--- config.mk ---
export PLATFORM = sky130hd
export DESIGN_NAME = quant_4x4_stream
export DESIGN_NICKNAME = d
export VERILOG_FILES = /design/src/rtl/quant_4x4_stream.sv
export SDC_FILE = /design/constraint.sdc
export NUM_CORES = 1
export LEC_CHECK = 0
export ABC_AREA = 1
export BUFFER_PORTS_ARGS = -buffer_cell sky130_fd_sc_hd__buf_2
export CAP_MARGIN = 20
export CORE_UTILIZATION = 35
export CTS_CLUSTER_DIAMETER = 120
export DETAILED_ROUTE_END_ITERATION = 8
export SYNTH_ARGS = -nofsm -noshare
export SYNTH_HDL_FRONTEND = slang
export SYNTH_SLANG_ARGS = --single-unit
export TNS_END_PERCENT = 5
--- constraint.sdc ---
create_clock -name clk -period 36 [get_ports clk]
set_input_delay 7.2 -clock clk [delete_from_list [all_inputs] [get_ports clk]]
set_output_delay 7.2 -clock clk [all_outputs]
set_load 0.05 [all_outputs]
--- src/rtl/quant_4x4_stream.sv ---
`default_nettype none
// ============================================================================
// Module   : quant_4x4_stream
// Purpose  : H.264 forward quantizer for 4x4 residual blocks, 3-stage stallable
//            stream pipeline with per-block nonzero level count.
// Revision : 1.0 - initial release
// ============================================================================
module quant_4x4_stream #(
   parameter int BIT_LENGTH = 15,
   parameter int OUT_WIDTH  = 16
) (
   input  logic                  clk,
   input  logic                  reset,
   input  logic                  in_valid,
   output logic                  in_ready,
   input  logic [BIT_LENGTH:0]   in_coeff,
   input  logic [5:0]            qp,
   input  logic                  intra,
   output logic                  out_valid,
   input  logic                  out_ready,
   output logic [OUT_WIDTH-1:0]  out_level,
   output logic [3:0]            out_index,
   output logic                  out_last,
   output logic [4:0]            out_nz_count
);

   localparam int c_AW = BIT_LENGTH + 1;
   localparam int c_PW = c_AW + 16;
   localparam logic [c_AW-1:0]      c_ONE      = c_AW'(1);
   localparam logic [c_PW-1:0]      c_MAXP     = (c_PW'(1) << (OUT_WIDTH - 1)) - c_PW'(1);
   localparam logic [c_PW-1:0]      c_MAXN_MAG = c_PW'(1) << (OUT_WIDTH - 1);
   localparam logic [OUT_WIDTH-1:0] c_LZERO    = '0;

   typedef enum logic [0:0] {
      S_IDLE = 1'b0,
      S_RUN  = 1'b1
   } state_t;

   state_t               r_state, w_state_nxt;
   logic [3:0]           r_idx, w_idx_nxt, w_idx_cur;
   logic [5:0]           r_qp, w_qp_in, w_qp_cur, w_qdiv, w_qmod, w_qbits;
   logic                 r_intra, w_intra_cur;
   logic                 w_adv, w_fire, w_cls_a, w_cls_b;
   logic [c_AW-1:0]      w_abs;
   logic [13:0]          w_mf;
   logic [23:0]          w_pow, w_f;

   logic                 r_v1, r_sign1, r_last1;
   logic [c_AW-1:0]      r_abs1;
   logic [13:0]          r_mf1;
   logic [23:0]          r_f1;
   logic [5:0]           r_qb1;
   logic [3:0]           r_idx1;

   logic                 r_v2, r_sign2, r_last2;
   logic [c_PW-1:0]      r_p2, w_p2, w_mag;
   logic [5:0]           r_qb2;
   logic [3:0]           r_idx2;

   logic                 r_v3, r_last, w_nz;
   logic [OUT_WIDTH-1:0] r_level, w_lvl;
   logic [3:0]           r_index;
   logic [4:0]           r_nz, w_nz_sum;

   function automatic logic [13:0] mf_lookup(input logic [5:0] m, input logic a, input logic b);
      logic [13:0] r;
      r = 14'd0;
      case (m)
         6'd0:    r = a ? 14'd13107 : (b ? 14'd5243 : 14'd8066);
         6'd1:    r = a ? 14'd11916 : (b ? 14'd4660 : 14'd7490);
         6'd2:    r = a ? 14'd10082 : (b ? 14'd4194 : 14'd6554);
         6'd3:    r = a ? 14'd9362  : (b ? 14'd3647 : 14'd5825);
         6'd4:    r = a ? 14'd8192  : (b ? 14'd3355 : 14'd5243);
         6'd5:    r = a ? 14'd7282  : (b ? 14'd2893 : 14'd4559);
         default: r = 14'd0;
      endcase
      return r;
   endfunction

   assign w_adv    = !r_v3 || out_ready;
   assign in_ready = w_adv;
   assign w_fire   = in_valid && w_adv;
   assign w_qp_in  = (qp > 6'd51) ? 6'd51 : qp;

   // The first beat of a block uses the live qp/intra; later beats use the latched copy.
   always_comb begin
      w_state_nxt = r_state;
      w_idx_nxt   = r_idx;
      w_idx_cur   = r_idx;
      w_qp_cur    = r_qp;
      w_intra_cur = r_intra;
      case (r_state)
         S_IDLE: begin
            w_idx_cur   = 4'd0;
            w_qp_cur    = w_qp_in;
            w_intra_cur = intra;
            if (w_fire) begin
               w_state_nxt = S_RUN;
               w_idx_nxt   = 4'd1;
            end
         end
         S_RUN: begin
            if (w_fire) begin
               w_idx_nxt = r_idx + 4'd1;
               if (r_idx == 4'd15) w_state_nxt = S_IDLE;
            end
         end
         default: w_state_nxt = S_IDLE;
      endcase
   end

   always_ff @(posedge clk or negedge reset) begin
      if (!reset) begin
         r_state <= S_IDLE;
         r_idx   <= 4'd0;
         r_qp    <= 6'd0;
         r_intra <= 1'b0;
      end else begin
         r_state <= w_state_nxt;
         r_idx   <= w_idx_nxt;
         if (r_state == S_IDLE && w_fire) begin
            r_qp    <= w_qp_in;
            r_intra <= intra;
         end
      end
   end

   assign w_qdiv  = w_qp_cur / 6'd6;
   assign w_qmod  = w_qp_cur - w_qdiv * 6'd6;
   assign w_qbits = 6'd15 + w_qdiv;
   assign w_pow   = 24'd1 << w_qbits;
   assign w_f     = w_intra_cur ? (w_pow / 24'd3) : (w_pow / 24'd6);
   assign w_cls_a = !w_idx_cur[0] && !w_idx_cur[2];
   assign w_cls_b = w_idx_cur[0] && w_idx_cur[2];
   assign w_mf    = mf_lookup(w_qmod, w_cls_a, w_cls_b);
   // Magnitude kept unsigned so the most negative input stays exact.
   assign w_abs   = in_coeff[BIT_LENGTH] ? (~in_coeff + c_ONE) : in_coeff;

   assign w_p2    = c_PW'(r_abs1) * c_PW'(r_mf1) + c_PW'(r_f1);
   assign w_mag   = r_p2 >> r_qb2;
   assign w_nz    = (w_mag != '0);

   always_comb begin
      w_lvl = c_LZERO;
      if (!r_sign2)
         w_lvl = (w_mag > c_MAXP) ? c_MAXP[OUT_WIDTH-1:0] : w_mag[OUT_WIDTH-1:0];
      else
         w_lvl = (w_mag > c_MAXN_MAG) ? c_MAXN_MAG[OUT_WIDTH-1:0]
                                      : (c_LZERO - w_mag[OUT_WIDTH-1:0]);
   end

   assign w_nz_sum = ((r_idx2 == 4'd0) ? 5'd0 : r_nz) + {4'd0, w_nz};

   always_ff @(posedge clk or negedge reset) begin
      if (!reset) begin
         r_v1    <= 1'b0;
         r_abs1  <= '0;
         r_sign1 <= 1'b0;
         r_mf1   <= '0;
         r_f1    <= '0;
         r_qb1   <= '0;
         r_idx1  <= '0;
         r_last1 <= 1'b0;
         r_v2    <= 1'b0;
         r_p2    <= '0;
         r_sign2 <= 1'b0;
         r_qb2   <= '0;
         r_idx2  <= '0;
         r_last2 <= 1'b0;
         r_v3    <= 1'b0;
         r_level <= '0;
         r_index <= '0;
         r_last  <= 1'b0;
         r_nz    <= '0;
      end else if (w_adv) begin
         r_v1    <= in_valid;
         r_abs1  <= w_abs;
         r_sign1 <= in_coeff[BIT_LENGTH];
         r_mf1   <= w_mf;
         r_f1    <= w_f;
         r_qb1   <= w_qbits;
         r_idx1  <= w_idx_cur;
         r_last1 <= (w_idx_cur == 4'd15);
         r_v2    <= r_v1;
         r_p2    <= w_p2;
         r_sign2 <= r_sign1;
         r_qb2   <= r_qb1;
         r_idx2  <= r_idx1;
         r_last2 <= r_last1;
         r_v3    <= r_v2;
         if (r_v2) begin
            r_level <= w_lvl;
            r_index <= r_idx2;
            r_last  <= r_last2;
            r_nz    <= w_nz_sum;
         end
      end
   end

   assign out_valid    = r_v3;
   assign out_level    = r_level;
   assign out_index    = r_index;
   assign out_last     = r_last;
   assign out_nz_count = r_nz;

endmodule
`default_nettype wire
==> results of run 1 <==
-- worst max-delay path: cells and delay by family --
family / cells / cell delay (ns)
simple gates: 116 / 12.82
buf+inv: 34 / 2.89
fa+ha+maj: 25 / 7.26
xor+xnor: 17 / 2.99
compound gates: 7 / 0.80
-- path summary, 6_finish.rpt --
path,startpoint,to,slack (ns),cells past startpoint
hold reg to reg,r_v2$_DFFE_PN0N_,out_valid$_DFFE_PN0N_,0.47,2
max in group asynchronous,reset,r_qb1[1]$_DFFE_PN0N_,27.77,2
setup / recovery,qp[4],r_f1[0]$_DFFE_PN0N_,2.35,199
min in group asynchronous,reset,out_level[7]$_DFFE_PN0P_,6.77,1
hold / removal,r_v2$_DFFE_PN0N_,out_valid$_DFFE_PN0N_,0.47,2
setup reg to reg,r_state$_DFF_PN0_,r_f1[0]$_DFFE_PN0N_,8.22,197
-- placed cells by master, fill, tap and decap left out, drive strengths merged, types with 3 or more instances in the layout --
| master | netlist | layout |
|---|---|---|
| buf | 30 | 117 |
| nor3 | 32 | 32 |
| a21oi | 81 | 81 |
| nand3b | 17 | 17 |
| dfrtp | 147 | 147 |
| and2 | 7 | 7 |
| o22ai | 5 | 5 |
| a21o | 6 | 6 |
| clkinv | 22 | 24 |
| bufinv | 3 | 4 |
| ha | 166 | 166 |
| nand2 | 1458 | 1460 |
| a31oi | 24 | 24 |
| nand4 | 118 | 118 |
| a211oi | 3 | 3 |
| o21bai | 23 | 23 |
| a21boi | 4 | 4 |
| o31ai | 7 | 7 |
| clkbuf | 93 | 17 |
| mux2i | 25 | 25 |
| o211ai | 10 | 10 |
| xnor2 | 28 | 28 |
| or2 | 19 | 19 |
| xor2 | 45 | 45 |
| nor4 | 6 | 6 |
| nor2 | 508 | 508 |
| a22oi | 7 | 7 |
| fa | 191 | 191 |
| o21ai | 269 | 269 |
| inv | 797 | 806 |
| nand3 | 402 | 402 |
-- metal layers --
metal  vias to the layer above  track usage  routed length (µm)
met5                         -            0                  34
met4                         6       0.0454                1480
met3                        89       0.0202                3180
met2                       520        0.329               39500
met1                     12900        0.264               40300
li1                      14300            -                   -
-- metrics by stage --
stage	cell area (µm²)	TNS [ns]	setup slack [ns]
global placement	31400	0	0.393
finish	32600	0	2.35
floorplan	30300	0	1.39
detailed placement	31400	-0.557	-0.557
global route	32600	-0.162	-0.162
CTS	32000	0	0.0708
-- repair_timing --
item                       4_1_cts  5_1_grt
hold buffers                     0        0
gates resized for setup          1       48
setup endpoints to repair        1        3
cloned                           0        2
setup buffers                    0       46
pin swaps                        0       17
-- flip-flops by register name (all words and copies together) (netlist names), 6 cells and up --
| name | count |
|---|---|
| r_p2 | 31 |
| r_f1 | 23 |
| out_level | 16 |
| r_abs1 | 16 |
| r_mf1 | 14 |
| r_qp | 6 |
-- layout make-up --
cell class              instances  area, µm²  area share
multi-input cells            3473      23000       0.706
flip-flops and latches        147       3680       0.113
inverters                     822       3170      0.0970
well taps                    1144       1430      0.0439
repair buffers                117        749      0.0230
clock buffers                  17        425      0.0130
clock inverters                14        139     0.00425
diodes                          1       2.50   0.0000767
-- cells by family after synthesis --
| kind of cell | Yosys count |
|---|---|
| AO/OA/AOI/OAI | 447 |
| adder cells (fa/ha/maj) | 357 |
| flip-flops | 147 |
| AND/OR/NAND/NOR | 2569 |
| buffers and inverters | 945 |
| multiplexers | 25 |
| XOR/XNOR | 73 |
==> results.json, run 1 <==
{
  "outcome": "completed",
  "yosysMostFrequentCell": "nand2_1",
  "yosys.cell_types.count": 73,
  "fin_crit_sh": 0.935,
  "htreeDepth": 4,
  "critPathMaxFanout": 22,
  "insertion_delay_ns": 0.48,
  "grt-ovfl-total": 0,
  "synthCells": 4563,
  "cts_root_buf": "clkbuf_16",
  "finalCriticalPeriod_ns": 33.65,
  "grt_pass1_wl_um": 138000,
  "clockBufferDepth": 2,
  "hold_class": "reg -> reg",
  "synth-xor-area-share": 0.0211,
  "slew_headroom": 0.370,
  "place_congestion": 0.953,
  "synth_adder_area_share": 0.194,
  "cp_slowest_stage_delay_ns": 0.39,
  "clkTransAtPathRegs_ns": 0.07,
  "synth_largest_area_cell": "nand2_1",
  "areaGrowthSynthToFinish_pct": 7.58,
  "syn_nets": 4947,
  "stdcell_count": 5735,
  "async_reset_ff_frac": 1.00,
  "synth-simple-area-share": 0.442,
  "critPathKind": "in -> reg",
  "hold_viol_final": 0,
  "avgViaCountPerCell": 4.86,
  "startpoint_type": "primary input",
  "core-area_mm2": 0.0855,
  "synth_enable_flop_cells": 0,
  "antenna_found_initial": 5,
  "holdWs_ns": 0.474,
  "boundaryPins": 55,
  "required_ns": 36.36,
  "syn_area_mm2": 0.0303,
  "grt_pass1_vias": 26900,
  "post-route-util": 0.382,
  "yosys_warnings": 0,
  "synth_compound_area_frac": 0.0838,
  "track_usage": 0.194,
  "die_h_um": 296,
  "vias": 27900,
  "drv_cap": 0,
  "ant_nets": 0,
  "die_w_um": 296,
  "setup_viol": 0,
  "synth.area.mux_share": 0.00825,
  "dieArea_mm2": 0.0879,
  "drv_slew": 0,
  "avgSynthCellArea_um2": 6.65,
  "cts-buffers-inserted": 17,
  "portBuffers": 54,
  "dp_hpwl_um": 69400,
  "drt-total-wl_um": 84500,
  "synth_top_family_by_area": "simple AND/OR/NAND/NOR gates",
  "placementRows": 107,
  "wire_per_inst_um": 14.7,
  "end_kind": "flop",
  "drc": 0,
  "crit_slowest_cell": "ha_2",
  "synthTopCellsByArea": "nand2_1 15%, fa_1 13%, dfrtp_1 12%",
  "first_pass_iters": 8,
  "ys_seq_area_frac": 0.121,
  "initial_utilization": 0.355,
  "arrival_ns": 34.02,
  "fmax_mhz": 29.7,
  "ys.flop_type": "dfrtp_1",
  "ys_ff_latch": 147,
  "tightestPinTransition_ns": 0.945,
  "fillers": 9090,
  "cts_tree": "built",
  "skew_ns": 0.0103,
  "nNetsFinal": 4962,
  "synth_top_area_frac": 0.150,
  "drt-initial-drc-count": 1561,
  "drive_gt1_frac": 0.179,
  "cts_num_sinks": 147,
  "synthTopCellsByCount": "1213 x nand2_1, 745 x inv_1, 367 x nor2_1, 276 x nand3_1, 242 x o21ai_0",
  "dp.cells": 5655,
  "grt_max_degree": 79
}
Power of run 1 is left out: the tool's default activity adds up to more than one toggle a clock period on the data nets, which glitch-free logic cannot reach.
==> inputs of run 2 (changes only) <==
Clock period 36 ns to 30.3 ns, I/O delays scaled along.
==> run 2 against run 1 <==
Effect of this change: sequential share of layout area decreased by 0.42 points; die area is the same; count of clock-buffer cells in the layout unchanged.
==> results.json, run 2 (same netlist as run 1, synthesis figures left out) <==
{
  "hold_path_depth": 2,
  "grt_pass1_wl_um": 138000,
  "die_h_um": 296,
  "hold_class": "reg -> reg",
  "reg2reg_from": "r_state$_DFF_PN0_",
  "vias": 28300,
  "drv_cap": 0,
  "critPathMaxFanout": 8,
  "arrival_ns": 28.95,
  "grt_max_degree": 79,
  "dieArea_mm2": 0.0879,
  "drive_gt1_frac": 0.212,
  "placementRows": 107,
  "cts_tree": "built",
  "startpoint_type": "primary input",
  "final_common_cell": "nand2_1",
  "r2r_end": "r_f1[0]$_DFFE_PN0N_",
  "dp_hpwl_um": 69700,
  "antenna_found_initial": 3,
  "largest_reg_flops": 31,
  "fmax_mhz": 35.0,
  "finalCriticalPeriod_ns": 28.57,
  "setup_ws_ns": 1.73,
  "worstHoldEndpoint": "out_valid$_DFFE_PN0N_",
  "setup_viol": 0,
  "place_congestion": 0.922,
  "required_ns": 30.68,
  "die_w_um": 296,
  "hp-start": "r_v2$_DFFE_PN0N_",
  "insertion_delay_ns": 0.50,
  "grt-ovfl-total": 0,
  "cp_slowest_stage_delay_ns": 0.34,
  "nNetsFinal": 5053,
  "tightestPinTransition_ns": 1.00,
  "largest-register": "r_p2",
  "areaGrowthSynthToFinish_pct": 11.7,
  "tns_ns": 0,
  "avgViaCountPerCell": 4.85,
  "fin_crit_sh": 0.943,
  "crit_slowest_cell": "ha_2",
  "initial_utilization": 0.355,
  "outcome": "completed",
  "fillers": 9105,
  "portBuffers": 54,
  "first_pass_iters": 5,
  "cts-buffers-inserted": 17,
  "slew_headroom": 0.332,
  "clockBufferDepth": 2,
  "core-area_mm2": 0.0855,
  "hold_viol_final": 0,
  "grt_pass1_vias": 27000,
  "wire_per_inst_um": 14.5,
  "crit_top_cell": "inv_2",
  "ff2ff_path_depth": 199,
  "drv_slew": 0,
  "clkTransAtPathRegs_ns": 0.07,
  "drt-total-wl_um": 84400,
  "cts_root_buf": "clkbuf_16",
  "boundaryPins": 55,
  "end_kind": "flop",
  "skew_ns": 0.0200,
  "critPathKind": "in -> reg",
  "place_ws_ns": -0.456,
  "drc": 0,
  "htreeDepth": 4,
  "rrSetupSlack_ns": 6.46,
  "ant_nets": 0,
  "cts_num_sinks": 147,
  "reg_top3": "r_p2 (31), r_f1 (23)",
  "final_cell_mix": "1196 x nand2_1, 713 x inv_1, 352 x nor2_1",
  "track_usage": 0.194,
  "cts-hold-fix-buffers": 0,
  "drt-initial-drc-count": 1803
}
==> run 2: worst max-delay path by stage <==
| stage | from | end | slack [ns] | cells after the start |
|---|---|---|---|---|
| after detailed placement | qp[5] | r_f1[0]$_DFFE_PN0N_ | -0.46 | 198 |
| after global routing | qp[4] | r_f1[0]$_DFFE_PN0N_ | -0.15 | 201 |
| after global placement | qp[5] | r_f1[0]$_DFFE_PN0N_ | 0.18 | 199 |
| after floorplan | qp[5] | r_f1[0]$_DFFE_PN0N_ | -0.77 | 216 |
| after CTS | qp[5] | r_f1[0]$_DFFE_PN0N_ | 0.0008 | 201 |
| final | qp[4] | r_f1[0]$_DFFE_PN0N_ | 1.73 | 200 |
==> run 2: worst max-delay path: cells and delay by family <==
family	cells	cell delay, ns
compound gates	6	0.72
xor+xnor	17	2.86
fa+ha+maj	25	5.89
buf+inv	35	2.49
simple gates	117	10.90
==> run 2: cell type report <==
type                            instances  area, µm²  area share
Multi-Input combinational cell       3474      23500       0.695
Sequential cell                       147       3680       0.109
Inverter                              822       3190      0.0940
Timing Repair Buffer                  207       1460      0.0432
Tap cell                             1144       1430      0.0422
Clock buffer                           17        425      0.0125
Clock inverter                         15        163     0.00480
Antenna cell                            1       2.50   0.0000738
==> run 2: stage by stage <==
step / cell area (µm²) / cells / hold slack, ns / utilization
after floorplan: 30900 / 4563 / 0.432 / -
after global placement: 32400 / 5719 / 0.453 / 0.379
after detailed placement: 32400 / 5719 / 0.462 / 0.379
after CTS: 33000 / 5751 / 0.475 / 0.386
after global routing: 33900 / 5826 / 0.509 / 0.396
final: 33900 / 5827 / 0.471 / 0.396
==> run 2: repair_timing <==
action	in CTS	in global routing
resized for setup	0	58
setup endpoints to repair	0	2
setup buffers	0	71
==> run 2: layer usage <==
layer  routed length (µm)  share of wire  track usage  vias to the layer above
met5                   40        0.00047            0                        -
met4                  863          0.010       0.0339                        6
met3                 3310          0.039       0.0252                       72
met2                39500           0.47        0.326                      524
met1                40700           0.48        0.266                    13200
li1                     -              -            -                    14500
Power of run 2 is left out for the same reason.
==> inputs of run 3 (changes only) <==
Settings changed: BUFFER_PORTS_ARGS -buffer_cell sky130_fd_sc_hd__buf_2 to -buffer_cell sky130_fd_sc_hd__buf_4.
==> run 3 against run 2 <==
Effect of this change: first-iteration DRC count decreased by 7.5%; register-to-register slack got worse by 0.13 ns; final cell count fell by 0.36%; count of clock-buffer cells in the layout increased by 1; core utilization is essentially flat; sequential share of layout area about the same; fmax shrank 0.27%; cell area decreased by 0.13%; critical path depth rose by 5; routed wire length fell by 0.49%; largest cell class unchanged; highest routed layer unchanged.
==> results.json, run 3 (same netlist as run 1, synthesis figures left out) <==
{
  "hold_viol_final": 0,
  "stdcell_count": 5806,
  "tightestPinTransition_ns": 0.882,
  "topRoutingLayerUsed": "met5",
  "cts-buffers-inserted": 17,
  "drc": 0,
  "drv_slew": 0,
  "dieArea_mm2": 0.0879,
  "antennaDiodeCount": 0,
  "vias": 28200,
  "hold_class": "reg -> reg",
  "arrival_ns": 29.02,
  "fillers": 9031,
  "cts_num_sinks": 147,
  "wl_met2_um": 39300,
  "wire_per_inst_um": 14.5,
  "startpoint_type": "primary input",
  "antenna_found_initial": 2,
  "clkTransAtPathRegs_ns": 0.07,
  "boundaryPins": 55,
  "drive_gt1_frac": 0.207,
  "ant_nets": 0,
  "grt_pass1_vias": 27200,
  "areaGrowthSynthToFinish_pct": 11.6,
  "drt-initial-drc-count": 1668,
  "portBuffers": 54,
  "seqCellArea_mm2": 0.00368,
  "core-area_mm2": 0.0855,
  "dp_hpwl_um": 69700,
  "critPathKind": "in -> reg",
  "largest-register": "r_p2",
  "clockBufferDepth": 2,
  "cts_root_buf": "clkbuf_16",
  "critPathMaxFanout": 11,
  "reg_top3": "r_p2 (31), r_f1 (23)",
  "largest_reg_flops": 31,
  "avgViaCountPerCell": 4.86,
  "m1WireLength_um": 40100,
  "postPlaceCellArea_mm2": 0.0326,
  "crit_slowest_cell": "ha_2",
  "fin_crit_sh": 0.946,
  "required_ns": 30.67,
  "die_w_um": 296,
  "place_congestion": 0.903,
  "grt_max_degree": 84,
  "multi_input_area_mm2": 0.0235,
  "wl_met3_um": 3650,
  "die_h_um": 296,
  "crit_top_cell": "inv_2",
  "grt-ovfl-total": 0,
  "first_pass_iters": 7,
  "slew_headroom": 0.412,
  "track_usage": 0.195,
  "final_common_cell": "nand2_1",
  "dp.cells": 5722,
  "final_cell_mix": "1197 x nand2_1, 715 x inv_1, 352 x nor2_1",
  "setup_ws_ns": 1.65,
  "end_kind": "flop",
  "nNetsFinal": 5033,
  "initial_utilization": 0.355,
  "insertion_delay_ns": 0.50,
  "drv_cap": 0,
  "placementRows": 107,
  "grt_pass1_wl_um": 139000,
  "post-route-util": 0.396,
  "setup_viol": 0,
  "outcome": "completed",
  "skew_ns": 0.0189,
  "cp_slowest_stage_delay_ns": 0.34,
  "place_ws_ns": -0.398,
  "fmax_mhz": 34.9,
  "htreeDepth": 4,
  "cts_tree": "built",
  "drt-total-wl_um": 84000,
  "rrSetupSlack_ns": 6.33,
  "design_area_mm2": 0.0339,
  "finalCriticalPeriod_ns": 28.65
}
==> run 3: cell count changes in the layout (fill, tap and decap cells not counted), sizes merged <==
cell | before | now
clkinvlp | 4 | 1
bufinv | 3 | 5
diode | 1 | 0
clkinv | 25 | 27
buf | 206 | 187
inv | 805 | 803
==> run 3: per-layer routing <==
layer,GRT usage,up-vias
li1,-,14500
met1,0.265,13100
met2,0.328,531
met3,0.0268,67
met4,0.0361,4
met5,0,-
==> run 3: area by class of cell <==
type,instances,share of cell area
clock buffers,18,0.0130
clock inverters,14,0.00554
multi-input cells,3474,0.694
well taps,1144,0.0423
repair buffers,187,0.0429
flip-flops and latches,147,0.109
inverters,822,0.0941
==> run 3: critical path: cells and delay by family <==
| kind | cells | cell delay, ns |
|---|---|---|
| and+or+nand+nor | 122 | 10.91 |
| adders and majority gates | 24 | 5.78 |
| buffers and inverters | 37 | 2.74 |
| xor gates and xnor gates | 16 | 2.71 |
| AOI/OAI and AO/OA | 6 | 0.72 |
==> run 3: metrics by stage <==
| stage | hold slack [ns] | setup TNS (ns) |
|---|---|---|
| 3_5_place_dp | 0.453 | -0.398 |
| 5_1_grt | 0.508 | -0.182 |
| 6_report | 0.466 | 0 |
| 3_3_place_gp | 0.449 | 0 |
| 2_1_floorplan | 0.432 | -0.770 |
| 4_1_cts | 0.469 | 0 |
==> run 3: final timing paths <==
kind,startpoint,endpoint,depth (start not counted)
setup / recovery,qp[5],r_f1[0]$_DFFE_PN0N_,205
max in group asynchronous,reset,r_idx[0]$_DFFE_PN0P_,2
hold reg to reg,r_v2$_DFFE_PN0N_,out_valid$_DFFE_PN0N_,2
hold / removal,r_v2$_DFFE_PN0N_,out_valid$_DFFE_PN0N_,2
min in group asynchronous,reset,r_p2[23]$_DFFE_PN0N_,1
setup reg to reg,r_state$_DFF_PN0_,r_f1[0]$_DFFE_PN0N_,200
==> run 3: repair_timing <==
item / in CTS / in global routing
gates resized for setup: 0 / 43
hold buffers: 0 / 0
buffers inserted: 0 / 49
setup endpoints to repair: 0 / 2
endpoints found under the hold margin: 0 / 0
Power of run 3 is left out for the same reason.
